File: src/rtl/cwd_issue_unit_if.sv
// Bus bundle for cwd_issue_unit: PSU codeword entry side plus qubit-driver beat side.
// slave = the issue unit, master = the environment that feeds entries and consumes beats.
// Optional feature macro of the unit: CWDISSUE_SKIPIDLE_EN.
`ifndef NUM_PQ
`define NUM_PQ 16
`endif
`ifndef CWD_BW
`define CWD_BW 8
`endif
`ifndef TIME_BW
`define TIME_BW 4
`endif
`ifndef OPCODE_BW
`define OPCODE_BW 4
`endif
`ifndef INVALID_OPCODE
`define INVALID_OPCODE 4'hF
`endif
`ifndef CWD_I
`define CWD_I 8'h00
`endif

interface cwd_issue_unit_if #(
    parameter int GRP_SIZE = 8,
    parameter int GRP_BW   = 4
);
    logic                          psu_valid;
    logic [`NUM_PQ*`CWD_BW-1:0]    cwdarray_in;
    logic [`TIME_BW-1:0]           timing_in;
    logic [`OPCODE_BW-1:0]         opcode_in;
    logic                          cwdgen_stall;
    logic                          issue_valid;
    logic [GRP_SIZE*`CWD_BW-1:0]   issue_cwd;
    logic [GRP_BW-1:0]             issue_grp;
    logic [`OPCODE_BW-1:0]         issue_opcode;
    logic                          issue_last;
    logic                          drv_ready;

    modport master (
        output psu_valid, cwdarray_in, timing_in, opcode_in, drv_ready,
        input  cwdgen_stall, issue_valid, issue_cwd, issue_grp, issue_opcode, issue_last
    );

    modport slave (
        input  psu_valid, cwdarray_in, timing_in, opcode_in, drv_ready,
        output cwdgen_stall, issue_valid, issue_cwd, issue_grp, issue_opcode, issue_last
    );
endinterface

File: src/rtl/cwd_issue_unit.sv
// cwd_issue_unit: buffers PSU codeword entries in a small FIFO, waits each entry's timing
// field as idle cycles, then serialises the codeword array into GRP_SIZE-wide beats.
// Optional macro CWDISSUE_SKIPIDLE_EN: non-final groups whose codewords are all idle are skipped.
`ifndef NUM_PQ
`define NUM_PQ 16
`endif
`ifndef CWD_BW
`define CWD_BW 8
`endif
`ifndef TIME_BW
`define TIME_BW 4
`endif
`ifndef OPCODE_BW
`define OPCODE_BW 4
`endif
`ifndef INVALID_OPCODE
`define INVALID_OPCODE 4'hF
`endif
`ifndef CWD_I
`define CWD_I 8'h00
`endif

module cwd_issue_unit #(
    parameter int FIFO_ADDR_BW = 2,
    parameter int GRP_SIZE     = 8,
    parameter int GRP_BW       = 4
) (
    input  logic             clk,
    input  logic             rst,
    cwd_issue_unit_if.slave  bus
);
    localparam int DEPTH   = 2**FIFO_ADDR_BW;
    localparam int NUM_GRP = (`NUM_PQ + GRP_SIZE - 1) / GRP_SIZE;
    localparam int CWD_BW  = `CWD_BW;
    localparam int ARR_W   = `NUM_PQ * CWD_BW;
    localparam int GRP_W   = GRP_SIZE * CWD_BW;
    localparam int PAD_W   = NUM_GRP * GRP_W;

    localparam logic [GRP_BW-1:0]       LAST_GRP   = GRP_BW'(NUM_GRP - 1);
    localparam logic [GRP_BW-1:0]       GRP_ONE    = 1;
    localparam logic [FIFO_ADDR_BW:0]   FULL_CNT   = (FIFO_ADDR_BW + 1)'(DEPTH);
    localparam logic [FIFO_ADDR_BW:0]   CNT_ONE    = 1;
    localparam logic [FIFO_ADDR_BW-1:0] PTR_ONE    = 1;
    localparam logic [`TIME_BW-1:0]     TIMER_ONE  = 1;
    localparam logic [CWD_BW-1:0]       CWD_IDLE   = `CWD_I;

    typedef enum logic [1:0] {IDLE, WAIT, ISSUE} state_t;

    // Entry storage (no reset: contents are only meaningful below count_reg)
    logic [ARR_W-1:0]          cwd_mem    [DEPTH];
    logic [`TIME_BW-1:0]       timing_mem [DEPTH];
    logic [`OPCODE_BW-1:0]     opcode_mem [DEPTH];

    logic [FIFO_ADDR_BW-1:0]   wr_ptr_reg, rd_ptr_reg;
    logic [FIFO_ADDR_BW:0]     count_reg;
    logic                      stall, push, pop;

    state_t                    state_reg, state_next;
    logic [`TIME_BW-1:0]       timer_reg, timer_next;
    logic                      valid_reg, valid_next;
    logic [GRP_W-1:0]          cwd_reg, cwd_next;
    logic [GRP_BW-1:0]         grp_reg, grp_next;
    logic [`OPCODE_BW-1:0]     opcode_reg, opcode_next;
    logic                      last_reg, last_next;

    logic [PAD_W-1:0]          head_padded;
    logic [GRP_BW-1:0]         first_grp, next_grp;

    assign stall = (count_reg == FULL_CNT);
    assign push  = bus.psu_valid & ~stall;

    assign bus.cwdgen_stall = stall;
    assign bus.issue_valid  = valid_reg;
    assign bus.issue_cwd    = cwd_reg;
    assign bus.issue_grp    = grp_reg;
    assign bus.issue_opcode = opcode_reg;
    assign bus.issue_last   = last_reg;

    // Head entry widened to a whole number of groups; PQs beyond NUM_PQ read as idle
    for (genvar gi = 0; gi < NUM_GRP * GRP_SIZE; gi++) begin : g_pad
        if (gi < `NUM_PQ) begin : g_real
            assign head_padded[gi*CWD_BW +: CWD_BW] = cwd_mem[rd_ptr_reg][gi*CWD_BW +: CWD_BW];
        end else begin : g_fill
            assign head_padded[gi*CWD_BW +: CWD_BW] = CWD_IDLE;
        end
    end

`ifdef CWDISSUE_SKIPIDLE_EN
    logic [NUM_GRP-1:0] grp_idle;

    for (genvar gi = 0; gi < NUM_GRP; gi++) begin : g_idle
        assign grp_idle[gi] = (head_padded[gi*GRP_W +: GRP_W] == {GRP_SIZE{CWD_IDLE}});
    end

    // Lowest non-idle group (from 0, and above the current one); final group is the fallback
    always_comb begin
        first_grp = LAST_GRP;
        next_grp  = LAST_GRP;
        for (int g = NUM_GRP - 2; g >= 0; g--) begin
            if (!grp_idle[g]) begin
                first_grp = GRP_BW'(g);
                if (GRP_BW'(g) > grp_reg) begin
                    next_grp = GRP_BW'(g);
                end
            end
        end
    end
`else
    assign first_grp = '0;
    assign next_grp  = grp_reg + GRP_ONE;
`endif

    // Capture entry at accept
    always_ff @(posedge clk) begin
        if (push) begin
            cwd_mem[wr_ptr_reg]    <= bus.cwdarray_in;
            timing_mem[wr_ptr_reg] <= bus.timing_in;
            opcode_mem[wr_ptr_reg] <= bus.opcode_in;
        end
    end

    // FIFO pointers and occupancy; a refused push never coincides with a counted push
    always_ff @(posedge clk) begin
        if (rst) begin
            wr_ptr_reg <= '0;
            rd_ptr_reg <= '0;
            count_reg  <= '0;
        end else begin
            if (push) wr_ptr_reg <= wr_ptr_reg + PTR_ONE;
            if (pop)  rd_ptr_reg <= rd_ptr_reg + PTR_ONE;
            case ({push, pop})
                2'b10:   count_reg <= count_reg + CNT_ONE;
                2'b01:   count_reg <= count_reg - CNT_ONE;
                default: count_reg <= count_reg;
            endcase
        end
    end

    // Next-state and next-beat selection
    always_comb begin
        state_next  = state_reg;
        timer_next  = timer_reg;
        valid_next  = valid_reg;
        cwd_next    = cwd_reg;
        grp_next    = grp_reg;
        opcode_next = opcode_reg;
        last_next   = last_reg;
        pop         = 1'b0;
        case (state_reg)
            IDLE: begin
                if (count_reg != '0) begin
                    timer_next = timing_mem[rd_ptr_reg];
                    state_next = WAIT;
                end
            end
            WAIT: begin
                if (timer_reg == '0) begin
                    state_next  = ISSUE;
                    valid_next  = 1'b1;
                    grp_next    = first_grp;
                    cwd_next    = head_padded[first_grp*GRP_W +: GRP_W];
                    opcode_next = opcode_mem[rd_ptr_reg];
                    last_next   = (first_grp == LAST_GRP);
                end else begin
                    timer_next = timer_reg - TIMER_ONE;
                end
            end
            ISSUE: begin
                if (valid_reg && bus.drv_ready) begin
                    if (last_reg) begin
                        pop        = 1'b1;
                        valid_next = 1'b0;
                        state_next = IDLE;
                    end else begin
                        grp_next  = next_grp;
                        cwd_next  = head_padded[next_grp*GRP_W +: GRP_W];
                        last_next = (next_grp == LAST_GRP);
                    end
                end
            end
            default: state_next = IDLE;
        endcase
    end

    // State and registered outputs
    always_ff @(posedge clk) begin
        if (rst) begin
            state_reg  <= IDLE;
            timer_reg  <= '0;
            valid_reg  <= 1'b0;
            cwd_reg    <= '0;
            grp_reg    <= '0;
            opcode_reg <= `INVALID_OPCODE;
            last_reg   <= 1'b0;
        end else begin
            state_reg  <= state_next;
            timer_reg  <= timer_next;
            valid_reg  <= valid_next;
            cwd_reg    <= cwd_next;
            grp_reg    <= grp_next;
            opcode_reg <= opcode_next;
            last_reg   <= last_next;
        end
    end
endmodule

File: src/flat_wrapper.sv
// flat-port wrapper written by rule: the top's interface ports become plain ports
module cwd_issue_unit_flat 
#(
    parameter int FIFO_ADDR_BW = 2,
    parameter int GRP_SIZE     = 8,
    parameter int GRP_BW       = 4
)
  (clk, rst, bus_psu_valid, bus_cwdarray_in, bus_timing_in, bus_opcode_in, bus_drv_ready, bus_cwdgen_stall, bus_issue_valid, bus_issue_cwd, bus_issue_grp, bus_issue_opcode, bus_issue_last);
  cwd_issue_unit_if #(.GRP_SIZE(GRP_SIZE), .GRP_BW(GRP_BW)) bus_i ();
  input  logic clk;
  input  logic rst;
  input wire logic [$bits(bus_i.psu_valid)-1:0] bus_psu_valid;
  input wire logic [$bits(bus_i.cwdarray_in)-1:0] bus_cwdarray_in;
  input wire logic [$bits(bus_i.timing_in)-1:0] bus_timing_in;
  input wire logic [$bits(bus_i.opcode_in)-1:0] bus_opcode_in;
  input wire logic [$bits(bus_i.drv_ready)-1:0] bus_drv_ready;
  output wire logic [$bits(bus_i.cwdgen_stall)-1:0] bus_cwdgen_stall;
  output wire logic [$bits(bus_i.issue_valid)-1:0] bus_issue_valid;
  output wire logic [$bits(bus_i.issue_cwd)-1:0] bus_issue_cwd;
  output wire logic [$bits(bus_i.issue_grp)-1:0] bus_issue_grp;
  output wire logic [$bits(bus_i.issue_opcode)-1:0] bus_issue_opcode;
  output wire logic [$bits(bus_i.issue_last)-1:0] bus_issue_last;
  assign bus_i.psu_valid = bus_psu_valid;
  assign bus_i.cwdarray_in = bus_cwdarray_in;
  assign bus_i.timing_in = bus_timing_in;
  assign bus_i.opcode_in = bus_opcode_in;
  assign bus_i.drv_ready = bus_drv_ready;
  assign bus_cwdgen_stall = bus_i.cwdgen_stall;
  assign bus_issue_valid = bus_i.issue_valid;
  assign bus_issue_cwd = bus_i.issue_cwd;
  assign bus_issue_grp = bus_i.issue_grp;
  assign bus_issue_opcode = bus_i.issue_opcode;
  assign bus_issue_last = bus_i.issue_last;
  cwd_issue_unit #(.FIFO_ADDR_BW(FIFO_ADDR_BW), .GRP_SIZE(GRP_SIZE), .GRP_BW(GRP_BW)) u_core (.clk(clk), .rst(rst), .bus(bus_i));
endmodule
File: config.mk
export PLATFORM = sky130hd
export DESIGN_NAME = cwd_issue_unit_flat
export DESIGN_NICKNAME = d
export VERILOG_FILES = /design/src/rtl/cwd_issue_unit_if.sv /design/src/rtl/cwd_issue_unit.sv /design/src/flat_wrapper.sv
export SDC_FILE = /design/constraint.sdc
export NUM_CORES = 1
export LEC_CHECK = 0
export ABC_CLOCK_PERIOD_IN_PS = 11000
export BUFFER_PORTS_ARGS = -buffer_cell sky130_fd_sc_hd__buf_4
export CELL_PAD_IN_SITES_DETAIL_PLACEMENT = 1
export CELL_PAD_IN_SITES_GLOBAL_PLACEMENT = 2
export CORE_ASPECT_RATIO = 0.5
export CORE_MARGIN = 5
export CORE_UTILIZATION = 50
export CTS_BUF_LIST = sky130_fd_sc_hd__clkbuf_8
export DETAILED_ROUTE_END_ITERATION = 10
export PLACE_DENSITY = 0.89
export SLEW_MARGIN = 20
export SYNTH_ARGS = -nofsm -noshare
export SYNTH_HDL_FRONTEND = slang
export SYNTH_SLANG_ARGS = --single-unit
File: constraint.sdc
create_clock -name clk -period 11 [get_ports clk]
set_clock_uncertainty 0.05 [all_clocks]
set_input_delay 2.2 -clock clk [delete_from_list [all_inputs] [get_ports clk]]
set_output_delay 2.2 -clock clk [all_outputs]
set_load 0.02 [all_outputs]
==> results_dict.tcl <==
set metrics [dict create \
    ctsResizeCount 0 \
    die_h_um 164.2 \
    path_clk_slew_ns 0.06 \
    crit_family "buffers and inverters" \
    synth_area_per_cell_sq_um 18.25 \
    r2r_slack_ns 7.32 \
    slew-limit-headroom_pct 25.95 \
    ioPinCount 215 \
    clk_latency_ns 0.65 \
    routed_wirelength_um 58680 \
    grt_pass1_vias 14460 \
    io_buffers 214 \
    antenna_found_initial 9 \
    final_area_sq_um 27780 \
    ant_nets 0 \
    seq_power_share_pct 51.9 \
    setup_tns_ns 0 \
    cts-buffers-inserted 88 \
    hp-class "register to register" \
    h-tree-depth 3 \
    dieArea_sq_um 52310 \
    final_cell_mix "edfxtp_1 (544), mux2i_1 (260), buf_4 (233)" \
    setup_ws_ns 6.474 \
    finalSetupViolCount 0 \
    grt_max_degree 67 \
    vias 13054 \
    drtPass1Iterations 5 \
    clkSinkCount 633 \
    post-dp-hpwl_um 33550 \
    synth_edf_count 544 \
    fin_nets 1702 \
    chipWidth_um 318.5 \
    clock_path_buffers 3 \
    yosysWarnings 0 \
    grt_pass1_wl_um 89750 \
    drv_cap 0 \
    cts_hold_buf 0 \
    clockPowerShare_pct 32.0 \
    cp_common_cell "buf_4" \
    slew_viol_final 0 \
    min_period_ns 4.526 \
    drive_above_1_share_pct 23.69 \
    largest_register_ffs 512 \
    power_mw 5.717 \
    final_common_cell "edfxtp_1" \
    internal_power_mw 4.117 \
    area_delta_synth_final_pct 16.76 \
    post_cts_buffers 0 \
    path_class "primary input to register" \
    synth-seq-area-share_pct 76.15 \
    start_util_pct 50.68 \
    vdd_drop_max_mv 0.09128 \
    synthCells 1304 \
    min_period_over_period_pct 41.15 \
    grt_overflow_total 0 \
    drtIter0Drc 1007 \
    slowest_stage "buf_4" \
    cp.required_ns 11.21 \
    synth_area_sq_um 23790 \
    p_switching_mw 1.600 \
    ys_ff_latch 633 \
    fp.coreArea_sq_um 46950 \
    place_ws_ns 5.820 \
    worst-path-buf-inv 4 \
    p_leak_nw 9.124 \
    p_comb_share_pct 16.1 \
    vias_per_cell 5.756 \
    wl_per_cell_um 25.87 \
    top_register "u_core.cwd_mem" \
    row_count 56 \
    async_reset_ff_share_pct 0 \
    crit_fanout 60 \
    route.detailed.drc 0 \
    syn_nets 1455 \
    swShare_pct 27.99 \
    placed_cell_area_sq_um 25950 \
    gp_congestion 0.7063 \
    ys.flop_type "edfxtp_1" \
    crit_path_max_incr_delay_ns 0.81 \
    start_kind "primary input" \
    synthDistinctLibCells 47 \
    hold_viol 0 \
    tightest_slew_ns 1.111 \
    rsz0062_at_grt "no" \
    status "finished clean" \
    crit_chain "buf_4 > nor2b_1 > buf_4 > and2_4 > buf_4 > buf_4" \
    clock.fmax_mhz 220.9 \
    grtUsageTotal_pct 22.37 \
    p_per_area_nw_per_um2 205.8 \
    hold_slack_ns 0.4206 \
    cts_root_buf "clkbuf_8" \
    worstSetupEndpointType "register" \
    cts_tree "yes" \
    crit_arrival_ns 4.73 \
]
cell usage after synthesis, types with 11 or more instances:
library cell | count | area [sq um]
inv_1 | 14 | 52.55
a22oi_1 | 129 | 968.4
clkbuf_1 | 32 | 120.1
edfxtp_1 | 544 | 16340
buf_2 | 28 | 140.1
buf_6 | 13 | 146.4
dfxtp_1 | 89 | 1782
nand3_1 | 11 | 55.05
mux2i_1 | 260 | 2603
a32o_1 | 65 | 650.6
nor2_1 | 21 | 78.83
cell families after synthesis:
family,count (synthesis),share of synthesized area (%)
AND/OR/NAND/NOR,71,1.604
flip-flops,633,76.15
adder cells (fa/ha/maj),11,0.6100
buffers and inverters,92,2.009
multiplexers,270,11.79
AO/OA/AOI/OAI,221,7.615
XOR/XNOR,6,0.2209
through the flow:
| stage | cells | utilization, % |
|---|---|---|
| finish | 2268 | 59.17 |
| global route | 2268 | 59.17 |
| detailed placement | 2098 | 55.28 |
| global placement | 2098 | 55.28 |
| CTS | 2258 | 59.06 |
| floorplan | 1304 | - |
metal layers:
metal	global-route usage [%]	vias to the layer above	wire, um
li1	-	5808	-
met1	26.69	6797	23130
met2	40.71	339	31050
met3	4.236	110	2466
met4	8.789	0	2027
met5	0	-	0
cell type report:
class	instances	area, sq um
fillers	4216	19170
flip-flops and latches	633	18120
multi-input cells	579	5225
repair buffers	234	1777
clock buffers	110	1514
well taps	638	798.3
clock inverters	50	264.0
inverters	15	56.30
diodes	9	22.52
worst reg2reg max path: cells and delay by family, from the launching register on:
family | cells | cell delay (ns)
flip-flops | 1 | 0.68
multiplexers | 1 | 0.37
buffers and inverters | 3 | 1.99
AO/OA/AOI/OAI | 2 | 0.50
path summary, 6_finish.rpt:
path	end	depth (start not counted)	start
setup reg to reg	u_core.bus.issue_cwd[30]	6	register
hold reg to reg	u_core.bus.issue_cwd[6]	1	u_core.bus.issue_cwd[6]
setup / recovery	u_core.cwd_mem[0][9]	6	bus_psu_valid
hold / removal	u_core.bus.issue_cwd[6]	1	u_core.bus.issue_cwd[6]
power by group through the flow:
stage	Clock [mW]	Combinational [mW]	Sequential, mW
floorplan	0	0.408	3.11
CTS	1.86	0.932	2.97
detailed placement	0	0.924	3.01
global placement	0	0.884	2.99
finish	1.83	0.921	2.97
global route	2.00	0.985	2.98
Power figures use the tool's default switching activity.
